## src/rtl/seg_scan_pkg.sv

```systemverilog
// ---------------------------------------------------------------------------
// seg_scan_pkg
// Items shared by the eight-digit display scanner and its segment decoder:
//   state_t    - scanner states (OFF / DRIVE / GAP)
//   NDIG       - number of digits scanned per frame
//   BLANK_AN   - digit-select value with every digit off (active-low)
//   BLANK_SEG  - segment value with every segment off (active-low)
//   seg_font() - active-high segment pattern for one hex nibble
// Segment bit order is {a,b,c,d,e,f,g,dp}, so '0' is 8'hFC and '8' is 8'hFE.
// ---------------------------------------------------------------------------
package seg_scan_pkg;

    typedef enum logic [1:0] {
        OFF   = 2'd0,
        DRIVE = 2'd1,
        GAP   = 2'd2
    } state_t;

    localparam int         NDIG      = 8;
    localparam logic [7:0] BLANK_AN  = 8'hFF;
    localparam logic [7:0] BLANK_SEG = 8'hFF;

    function automatic logic [7:0] seg_font(input logic [3:0] nib);
        logic [7:0] pat;
        case (nib)
            4'h0: pat = 8'hFC;
            4'h1: pat = 8'h60;
            4'h2: pat = 8'hDA;
            4'h3: pat = 8'hF2;
            4'h4: pat = 8'h66;
            4'h5: pat = 8'hB6;
            4'h6: pat = 8'hBE;
            4'h7: pat = 8'hE0;
            4'h8: pat = 8'hFE;
            4'h9: pat = 8'hF6;
            4'hA: pat = 8'hEE;
            4'hB: pat = 8'h3E;
            4'hC: pat = 8'h9C;
            4'hD: pat = 8'h7A;
            4'hE: pat = 8'h9E;
            default: pat = 8'h8E;
        endcase
        return pat;
    endfunction

endpackage

```

## src/rtl/seg_scan_dec.sv

```systemverilog
// ---------------------------------------------------------------------------
// seg_scan_dec
// Shared hex-to-seven-segment decoder, purely combinational.
// Ports:
//   nib  in  4  hex digit to display
//   en   in  1  decoder enable; 0 forces every segment off
//   seg  out 8  segment pattern, active-low, {a,b,c,d,e,f,g,dp}
// ---------------------------------------------------------------------------
module seg_scan_dec
    import seg_scan_pkg::*;
(
    input  logic [3:0] nib,
    input  logic       en,
    output logic [7:0] seg
);

    always_comb begin
        seg = en ? ~seg_font(nib) : BLANK_SEG;
    end

endmodule

```

## src/rtl/seg_scan.sv

```systemverilog
// ---------------------------------------------------------------------------
// seg_scan
// Time-multiplexed driver for an eight-digit common-anode display. Each digit
// owns a slot of DIV cycles: DIV-DEAD cycles driven, then DEAD cycles of dead
// time with every digit off. A new word is taken through a valid/ready
// handshake into a pending register and only committed to the displayed
// register at a frame boundary (or straight away while the scanner is off),
// so a frame never mixes two words.
// Ports:
//   clk         in  1   clock, rising edge
//   rst         in  1   synchronous active-high reset
//   en          in  1   display enable; 0 blanks and parks the scanner
//   ld_valid    in  1   a new display word is offered
//   ld_data     in  32  eight hex nibbles, digit k = ld_data[4k+3:4k]
//   ld_mask     in  8   per-digit enable captured with ld_data
//   lzb         in  1   leading-zero blanking, used live
//   ld_ready    out 1   a word can be accepted
//   an          out 8   digit select, active-low
//   seg_out     out 8   segment pattern, active-low
//   frame_done  out 1   one-cycle pulse after each completed 8-digit frame
// ---------------------------------------------------------------------------
module seg_scan
    import seg_scan_pkg::*;
#(
    parameter int DIV  = 1000,
    parameter int DEAD = 50
) (
    input  logic        clk,
    input  logic        rst,
    input  logic        en,
    input  logic        ld_valid,
    input  logic [31:0] ld_data,
    input  logic [7:0]  ld_mask,
    input  logic        lzb,
    output logic        ld_ready,
    output logic [7:0]  an,
    output logic [7:0]  seg_out,
    output logic        frame_done
);

    localparam logic [15:0] DRIVE_LAST = 16'(DIV - DEAD - 1);
    localparam logic [15:0] SLOT_LAST  = 16'(DIV - 1);
    localparam int          IDX_W      = $clog2(NDIG);

    state_t             state;
    state_t             state_next;
    logic [IDX_W-1:0]   idx;
    logic [15:0]        cnt;

    logic [31:0]        act_data;
    logic [7:0]         act_mask;
    logic [31:0]        pend_data;
    logic [7:0]         pend_mask;
    logic               pend_valid;

    logic               frame_end;
    logic               transfer;
    logic               commit;
    logic               zero_tail;
    logic               blanked;
    logic               dec_en;
    logic [3:0]         nib;
    logic [7:0]         an_next;
    logic [7:0]         seg_dec;

    // ---- next-state logic ----
    always_comb begin
        // NOTE: assign a default before any branch so every path drives the
        // signal; a missing branch would otherwise infer a latch.
        state_next = state;
        if (!en) begin
            state_next = OFF;
        end else begin
            case (state)
                OFF:     state_next = DRIVE;
                DRIVE:   if (cnt == DRIVE_LAST) state_next = GAP;
                GAP:     if (cnt == SLOT_LAST)  state_next = DRIVE;
                default: state_next = OFF;
            endcase
        end
    end

    // ---- state register with digit index and slot counter ----
    // The counter runs straight through DRIVE into GAP and only clears on
    // entry to DRIVE or OFF, so one count spans the whole slot.
    always_ff @(posedge clk) begin
        if (rst) begin
            state <= OFF;
            idx   <= '0;
            cnt   <= '0;
        end else begin
            // NOTE: non-blocking assignments keep every register reading the
            // pre-edge values of the others, matching flip-flop behaviour.
            state <= state_next;
            if (state_next == OFF) begin
                idx <= '0;
                cnt <= '0;
            end else if (state_next == DRIVE && state != DRIVE) begin
                cnt <= '0;
                if (state == GAP) idx <= idx + 1'b1;
            end else begin
                cnt <= cnt + 16'd1;
            end
        end
    end

    // ---- output / datapath decode ----
    always_comb begin
        frame_end = (state == GAP) && (state_next == DRIVE) && (idx == IDX_W'(NDIG - 1));
        nib       = act_data[{idx, 2'b00} +: 4];
        // Digits idx..7 all zero: the current digit is a leading zero.
        zero_tail = (act_data >> {idx, 2'b00}) == 32'd0;
        blanked   = !act_mask[idx] || (lzb && (idx != '0) && zero_tail);
        dec_en    = (state == DRIVE) && !blanked;
        an_next   = dec_en ? ~(8'b1 << idx) : BLANK_AN;
    end

    seg_scan_dec u_dec (
        .nib (nib),
        .en  (dec_en),
        .seg (seg_dec)
    );

    // ---- load handshake ----
    // ready is low exactly while a word waits in the pending register, so a
    // capture and a commit can never happen on the same edge.
    assign ld_ready = !pend_valid;
    assign transfer = ld_valid && ld_ready;
    assign commit   = pend_valid && (frame_end || state == OFF);

    always_ff @(posedge clk) begin
        if (rst) begin
            pend_valid <= 1'b0;
            pend_data  <= '0;
            pend_mask  <= '0;
            act_data   <= '0;
            act_mask   <= 8'hFF;
        end else if (transfer) begin
            pend_valid <= 1'b1;
            pend_data  <= ld_data;
            pend_mask  <= ld_mask;
        end else if (commit) begin
            pend_valid <= 1'b0;
            act_data   <= pend_data;
            act_mask   <= pend_mask;
        end
    end

    // ---- registered display outputs ----
    always_ff @(posedge clk) begin
        if (rst) begin
            an         <= BLANK_AN;
            seg_out    <= BLANK_SEG;
            frame_done <= 1'b0;
        end else begin
            an         <= an_next;
            seg_out    <= seg_dec;
            frame_done <= frame_end;
        end
    end

endmodule

```

## config.mk

```make
export PLATFORM = sky130hd
export DESIGN_NAME = seg_scan
export DESIGN_NICKNAME = d
export VERILOG_FILES = /design/src/rtl/seg_scan_pkg.sv /design/src/rtl/seg_scan_dec.sv /design/src/rtl/seg_scan.sv
export SDC_FILE = /design/constraint.sdc
export NUM_CORES = 1
export LEC_CHECK = 0
export ABC_AREA = 1
export CAP_MARGIN = 30
export CORE_ASPECT_RATIO = 0.9
export CORE_MARGIN = 2
export CORE_UTILIZATION = 51
export DETAILED_ROUTE_END_ITERATION = 12
export PLACE_DENSITY = 0.76
export SKIP_CTS_REPAIR_TIMING = 1
export SLEW_MARGIN = 20
export SYNTH_ARGS = -nofsm -noshare
export SYNTH_HDL_FRONTEND = slang
export SYNTH_HIERARCHICAL = 1
export SYNTH_SLANG_ARGS = --single-unit
```

## constraint.sdc

```tcl
create_clock -name clk -period 2.2 [get_ports clk]
set_input_delay 0.44 -clock clk [delete_from_list [all_inputs] [get_ports clk]]
set_output_delay 0.44 -clock clk [all_outputs]
set_load 0.02 [all_outputs]
```

Word-level counts from Yosys, hierarchy flattened
Memories as Yosys holds them, arrays and structs flattened.
Cells that the tools add are included.
{ "word_totals": {"mem_bits_ro": 112, "output_inout_bits": 18, "reg_bits": 119, "inputBits": 45, "mem_count": 1, "elab_cells": 60} }
{ "memory_table": {"columns": ["memory", "words", "width", "read_ports", "rd_ports_with_merged_regs", "write_ports", "line", "rtl"], "rows": [
  ["(name not given)", 16, 7, 1, 0, 0, "seg_scan_pkg.sv:25", "case (nib)"]
]} }
{ "classes": {"add_sub_neg": 2, "reduce_logical": 23, "magnitude_cmp": 1, "n_mux": 8, "bitwise": 4, "shift": 3, "n_eq_ne": 7} }
{ "op_table": {"columns": ["operator", "n"], "rows": [
  ["$eq 16x10->1 const B", 2],
  ["$logic_not 32->1", 1],
  ["$shiftx 32x6->4", 1],
  ["$shr 32x5->32", 1],
  ["$add 16x1->16 const B", 1],
  ["$not 8->8", 2],
  ["$logic_and 1x1->1", 8],
  ["$shl 1x3->8 const A", 1],
  ["$mux 2", 3],
  ["$pmux 2 s3", 1],
  ["$eq 2x1->1 const B", 2],
  ["$logic_not 2->1", 2],
  ["$lt 3x4->1 const B", 1],
  ["$reduce_and 2->1", 2],
  ["$reduce_or 2->1", 2],
  ["$add 3x1->3 const B", 1],
  ["$bmux 1 s3", 1],
  ["$eq 3x3->1 const B", 1],
  ["$logic_not 1->1", 3],
  ["$mux 1", 3],
  ["$reduce_bool 3->1", 1],
  ["$reduce_or 3->1", 1],
  ["$eq 2x2->1 const B", 1],
  ["$logic_or 1x1->1", 2],
  ["3 further kinds", 4]
]} }

Longest topological paths before layout
{ "depth": {"depth_word": 11, "depth_mapped": 18, "mapped_depth_nobuf": 16} }

By module
The synthesis kept the hierarchy.
{ "modules_own_cells": {"columns": ["module", "cells_per_inst", "area_each_um2", "seq_area_each_um2", "instances"], "rows": [
  ["seg_scan", 780, 5426.5, 2382.3, 1],
  ["seg_scan_dec", 53, 317.8, 0.0, 1]
]} }

Worst setup path after synthesis
Ideal clock, no wire load.
{ "synth_path": {"path_kind": "reg2reg", "from": "register idx[0]", "to": "register seg_out[7]", "period_less_slack_ns": 2.358, "setup_ns": 0.123, "setup_slack_ns": -0.158, "arrival_ns": 2.235, "stages_incl_launch_ff": 18, "t_required_ns": 2.077, "path_buffers": 1, "path_cell_list": "dfxtp_1 inv_2 clkbuf_1 ha_1 inv_1 nor2_1 nor2_1 o21ai_0 inv_1 o21ai_0 nor2_1 nand2_1 nor2_1 a21boi_1 nand2_1 inv_2 nand3_2 or2_2"} }
{ "synth_via": {"elab_chain_len": 8, "word_cells_on_any_way": 16, "classes_between": "shift: 2; mux: 2; bitwise: 2; reduce/logical: 9; memory: 1"} }
{ "synth_lines": {"columns": ["element", "line", "rtl"], "rows": [
  ["start, declared", "seg_scan.sv:47", "logic [IDX_W-1:0] idx;"],
  ["start signal, assigned", "seg_scan.sv:100", "if (state == GAP) idx <= idx + 1'b1;"],
  ["$shr 32x5->32 (tied with other cells)", "seg_scan.sv:112", "zero_tail = (act_data >> {idx, 2'b00}) == 32'd0;"],
  ["$logic_not 32->1 (tied with other cells)", "seg_scan.sv:112", null],
  ["$logic_and 1x1->1 / $logic_not 1->1 (equally long branches)", "seg_scan.sv:113", "blanked = !act_mask[idx] || (lzb && (idx != '0) && zero_tail);"],
  ["$logic_or 1x1->1 *", "seg_scan.sv:113", null],
  ["$logic_not 1->1 *", "seg_scan.sv:114", "dec_en = (state == DRIVE) && !blanked;"],
  ["$logic_and 1x1->1 *", "seg_scan.sv:114", null],
  ["via dec_en", "seg_scan.sv:61", "logic dec_en;"],
  ["$not 1->1 (no source line) *", null, null],
  ["$reduce_or 2->1 (no source line) *", null, null],
  ["end signal, assigned", "seg_scan.sv:157", "seg_out <= seg_dec;"],
  ["end, declared", "seg_scan.sv:37", "output logic [7:0] seg_out,"]
]} }
Mark *: on every way through the listed nets, which the timed path passes. The rest lies on a longest branch. The select of a mux whose other input is x is not followed.
A chain may end at the register's enable or synchronous reset.

Worst setup path after layout
{ "layout_path": {"from": "register idx[1]", "to": "register seg_out[5]"} }
{ "layout_via": {"word_cells_on_any_way": 16, "classes_between": "shift: 2; mux: 2; bitwise: 2; reduce/logical: 9; memory: 1"} }
{ "layout_rtl": {"columns": ["element", "line", "rtl"], "rows": [
  ["$shiftx 32x6->4", "seg_scan.sv:110", "nib = act_data[{idx, 2'b00} +: 4];"],
  ["via nib[3]", "seg_scan.sv:62", "logic [3:0] nib;"],
  ["$mem_v2 16x7", null, null],
  ["$not 8->8", "seg_scan_dec.sv:18", "seg = en ? ~seg_font(nib) : BLANK_SEG;"]
]} }
The timed path passes the listed nets, and every way through them passes these cells. The select of a mux whose other input is x is not followed.

==> impl_metrics.ini <==
[cells_and_area]
layoutNonFillerInstCount = 1060
layout.nets = 954
drive_gt1_share_pct = 11.3
fin_area_um2 = 7380
diodes = 0
syn_to_final_growth_pct = 28.4
n_fill_cell = 931
postLayoutCoreUtil_pct = 67.7

[clock_network]
root_buffer = clkbuf_16
clock-sinks = 119
clkLatencyLatePin_ps = 420
cts_buffers = 17
cts_tree = done
h-tree-depth = 4
cts_buffer_depth = 2
path_clk_slew_ps = 50

[route]
vias = 5454
ant_nets = 0
wl_per_cell_um = 12.2
drc_errors = 0
drt-total-wl_um = 12900
drt_iter0_markers = 458
vias_per_cell = 5.15
firstDrtPassIters = 7

[synth]
netlist_instances = 833
synth.most_common_cell = nand2_1
synth_flop_cell = dfxtp_1
ys_types = 40
synth_top_cell_area_share_pct = 41.5
synth_area_per_cell_um2 = 6.90
synthTopCellsByCount = 185 x nand2_1, 119 x dfxtp_1, 93 x nand3_1, 93 x nor2_1, 84 x inv_1
ys_ff_latch = 119
yosysTopAreaCell = dfxtp_1
ys_warn_count = 6
seq_area_frac_synth_pct = 41.5
synth-edff-count = 0
yosys-top-cells-area = dfxtp_1 41%, nand2_1 12%, nand3_1 8.1%, a21oi_1 6.4%, nor2_1 6.1%
synthArstFlopShare_pct = 0
syn_nets = 892
syn_area_um2 = 5740

[sta]
hold_ws_ps = 439
finalWorstSetupSlack_ps = 95.1
min_period_ps = 2100
finalClockSkew_ps = 10.4
worst_pin_slew_ps = 711
hold_violations = 0
slew_headroom_pct = 52.6
setup_viol = 0
fmax_mhz = 475
fin_crit_sh_pct = 95.7
slew_violations = 0

[power_and_ir_drop]
p_comb_share_pct = 11.5
p_switching_w = 0.00144
ir_worst_vdd_v = 0.000708
p_clk_share_pct = 51.3
power_frac_seq_pct = 37.2
powerDensity_nw_per_um2 = 860
p_int_w = 0.00490
p_leak_nw = 3.16
sw_frac_of_total_pct = 22.8

[worst_setup_path]
crit_chain = clkinvlp_2, nand3_1, nand2_1, o21ai_1, nor2_1, nand2_1, nor2_1, a21boi_2, buf_6, o211ai_2, or2_2
rrSetupSlack_ps = 100
path_max_fanout = 6
cpPeakStageDelay_ps = 380
reg2reg_from = idx[1]$_SDFFE_PP0P_
crit_type = reg2reg
cp.required_ps = 2490
startpoint_type = flip-flop
arrival_ps = 2400
setup.worst_path.start = idx[1]$_SDFFE_PP0P_
end_kind = flip-flop
slowest_stage = dfxtp_2

[die]
die_area_um2 = 12100
pin_count = 63
start_util_pct = 52.7
die-width_um = 116
core_area_um2 = 10900
num_rows = 36
die_h_um = 105

[min_path]
hold_class = reg2reg
min_from = cnt[0]$_SDFF_PP0_

[global_routing]
grt_max_degree = 91
grt_pass1_wl_um = 21800
grtUsageTotal_pct = 21.9
antenna_found_initial = 0
grt_pass1_vias = 5051
overflow = 0

[placement]
dp_hpwl_um = 8610
placed_cell_area_um2 = 6530
gp_congestion = 0.931
dpl_worst_slack_ps = 24.8
portBuffers = 62
place_inst = 1021

[status]
status = complete, no violations

[run]
max-cap-violations = 0
-- area by class of cell --
class                      count  area [um^2]  area share (%)
sequential                   119         2390            32.4
timing repair inverter         1         5.00          0.0678
multi-input combinational    576         2800            38.0
timing repair buffer          90          935            12.7
tap                          152          190            2.58
inverter                      90          352            4.77
clock inverter                12          246            3.34
clock buffer                  20          457            6.19
-- worst paths after layout --
| kind | to | cells after the start |
|---|---|---|
| setup reg to reg | seg_out[5]$_SDFF_PP1_ | 11 |
| hold reg to reg | cnt[0]$_SDFF_PP0_ | 1 |
| hold / removal | cnt[0]$_SDFF_PP0_ | 1 |
| setup / recovery | seg_out[5]$_SDFF_PP1_ | 11 |
-- routing by layer --
layer,GRT usage [%],vias up,routed length [um]
met5,0,-,0
met4,8.42,0,210
met3,6.09,18,701
met2,35.9,174,6170
met1,27.3,2448,5870
li1,-,2814,-
-- stage by stage --
stage,TNS [ps],power (W)
2_1_floorplan,0,0.00288
3_3_place_gp,0,0.00308
3_5_place_dp,0,0.00310
4_1_cts,-17.4,0.00637
5_1_grt,-224,0.00661
6_report,0,0.00635
-- sequential cells by signal (all words and copies together), names as in the netlist --
name / cells
pend_data: 32
act_mask: 8
an: 8
idx: 3
seg_out: 8
cnt: 16
act_data: 32
frame_done: 1
pend_mask: 8
pend_valid: 1
state: 2
-- power by group through the flow --
stage	logic (W)	clock network [W]	registers (W)
2_1_floorplan	0.000489	0	0.00239
3_3_place_gp	0.000675	0	0.00240
3_5_place_dp	0.000698	0	0.00241
4_1_cts	0.000705	0.00330	0.00236
5_1_grt	0.000827	0.00341	0.00237
6_report	0.000728	0.00326	0.00236
-- logic make-up after synthesis --
logic type / count (synthesis) / synth area share (%)
AO/OA/AOI/OAI: 143 / 13.0
adder cells (fa/ha/maj): 14 / 3.05
other: 1 / 0.0653
XOR/XNOR: 5 / 0.763
flip-flops: 119 / 41.5
AND/OR/NAND/NOR: 413 / 31.1
buffers and inverters: 138 / 10.5
-- placed cells by master (no fill, tap or decap), types with 8 or more instances in the layout --
| cell | netlist | routed |
|---|---|---|
| nand4_1 | 10 | 10 |
| clkbuf_16 | 0 | 19 |
| inv_1 | 84 | 82 |
| dfxtp_1 | 119 | 115 |
| or2_2 | 9 | 9 |
| nor2_1 | 93 | 92 |
| nor3_1 | 8 | 8 |
| buf_4 | 1 | 18 |
| o21ai_0 | 60 | 57 |
| nand3_1 | 93 | 93 |
| a21oi_1 | 74 | 74 |
| ha_1 | 14 | 10 |
| clkdlybuf4s50_1 | 0 | 62 |
| nand2_1 | 185 | 183 |
-- critical path: cells and delay by family (launching register included) --
kind | cells | cell delay (ps)
and+or+nand+nor | 6 | 730
AOI/OAI and AO/OA | 3 | 480
buffers and inverters | 2 | 390
DFF | 1 | 380
Power figures use the tool's default switching activity.
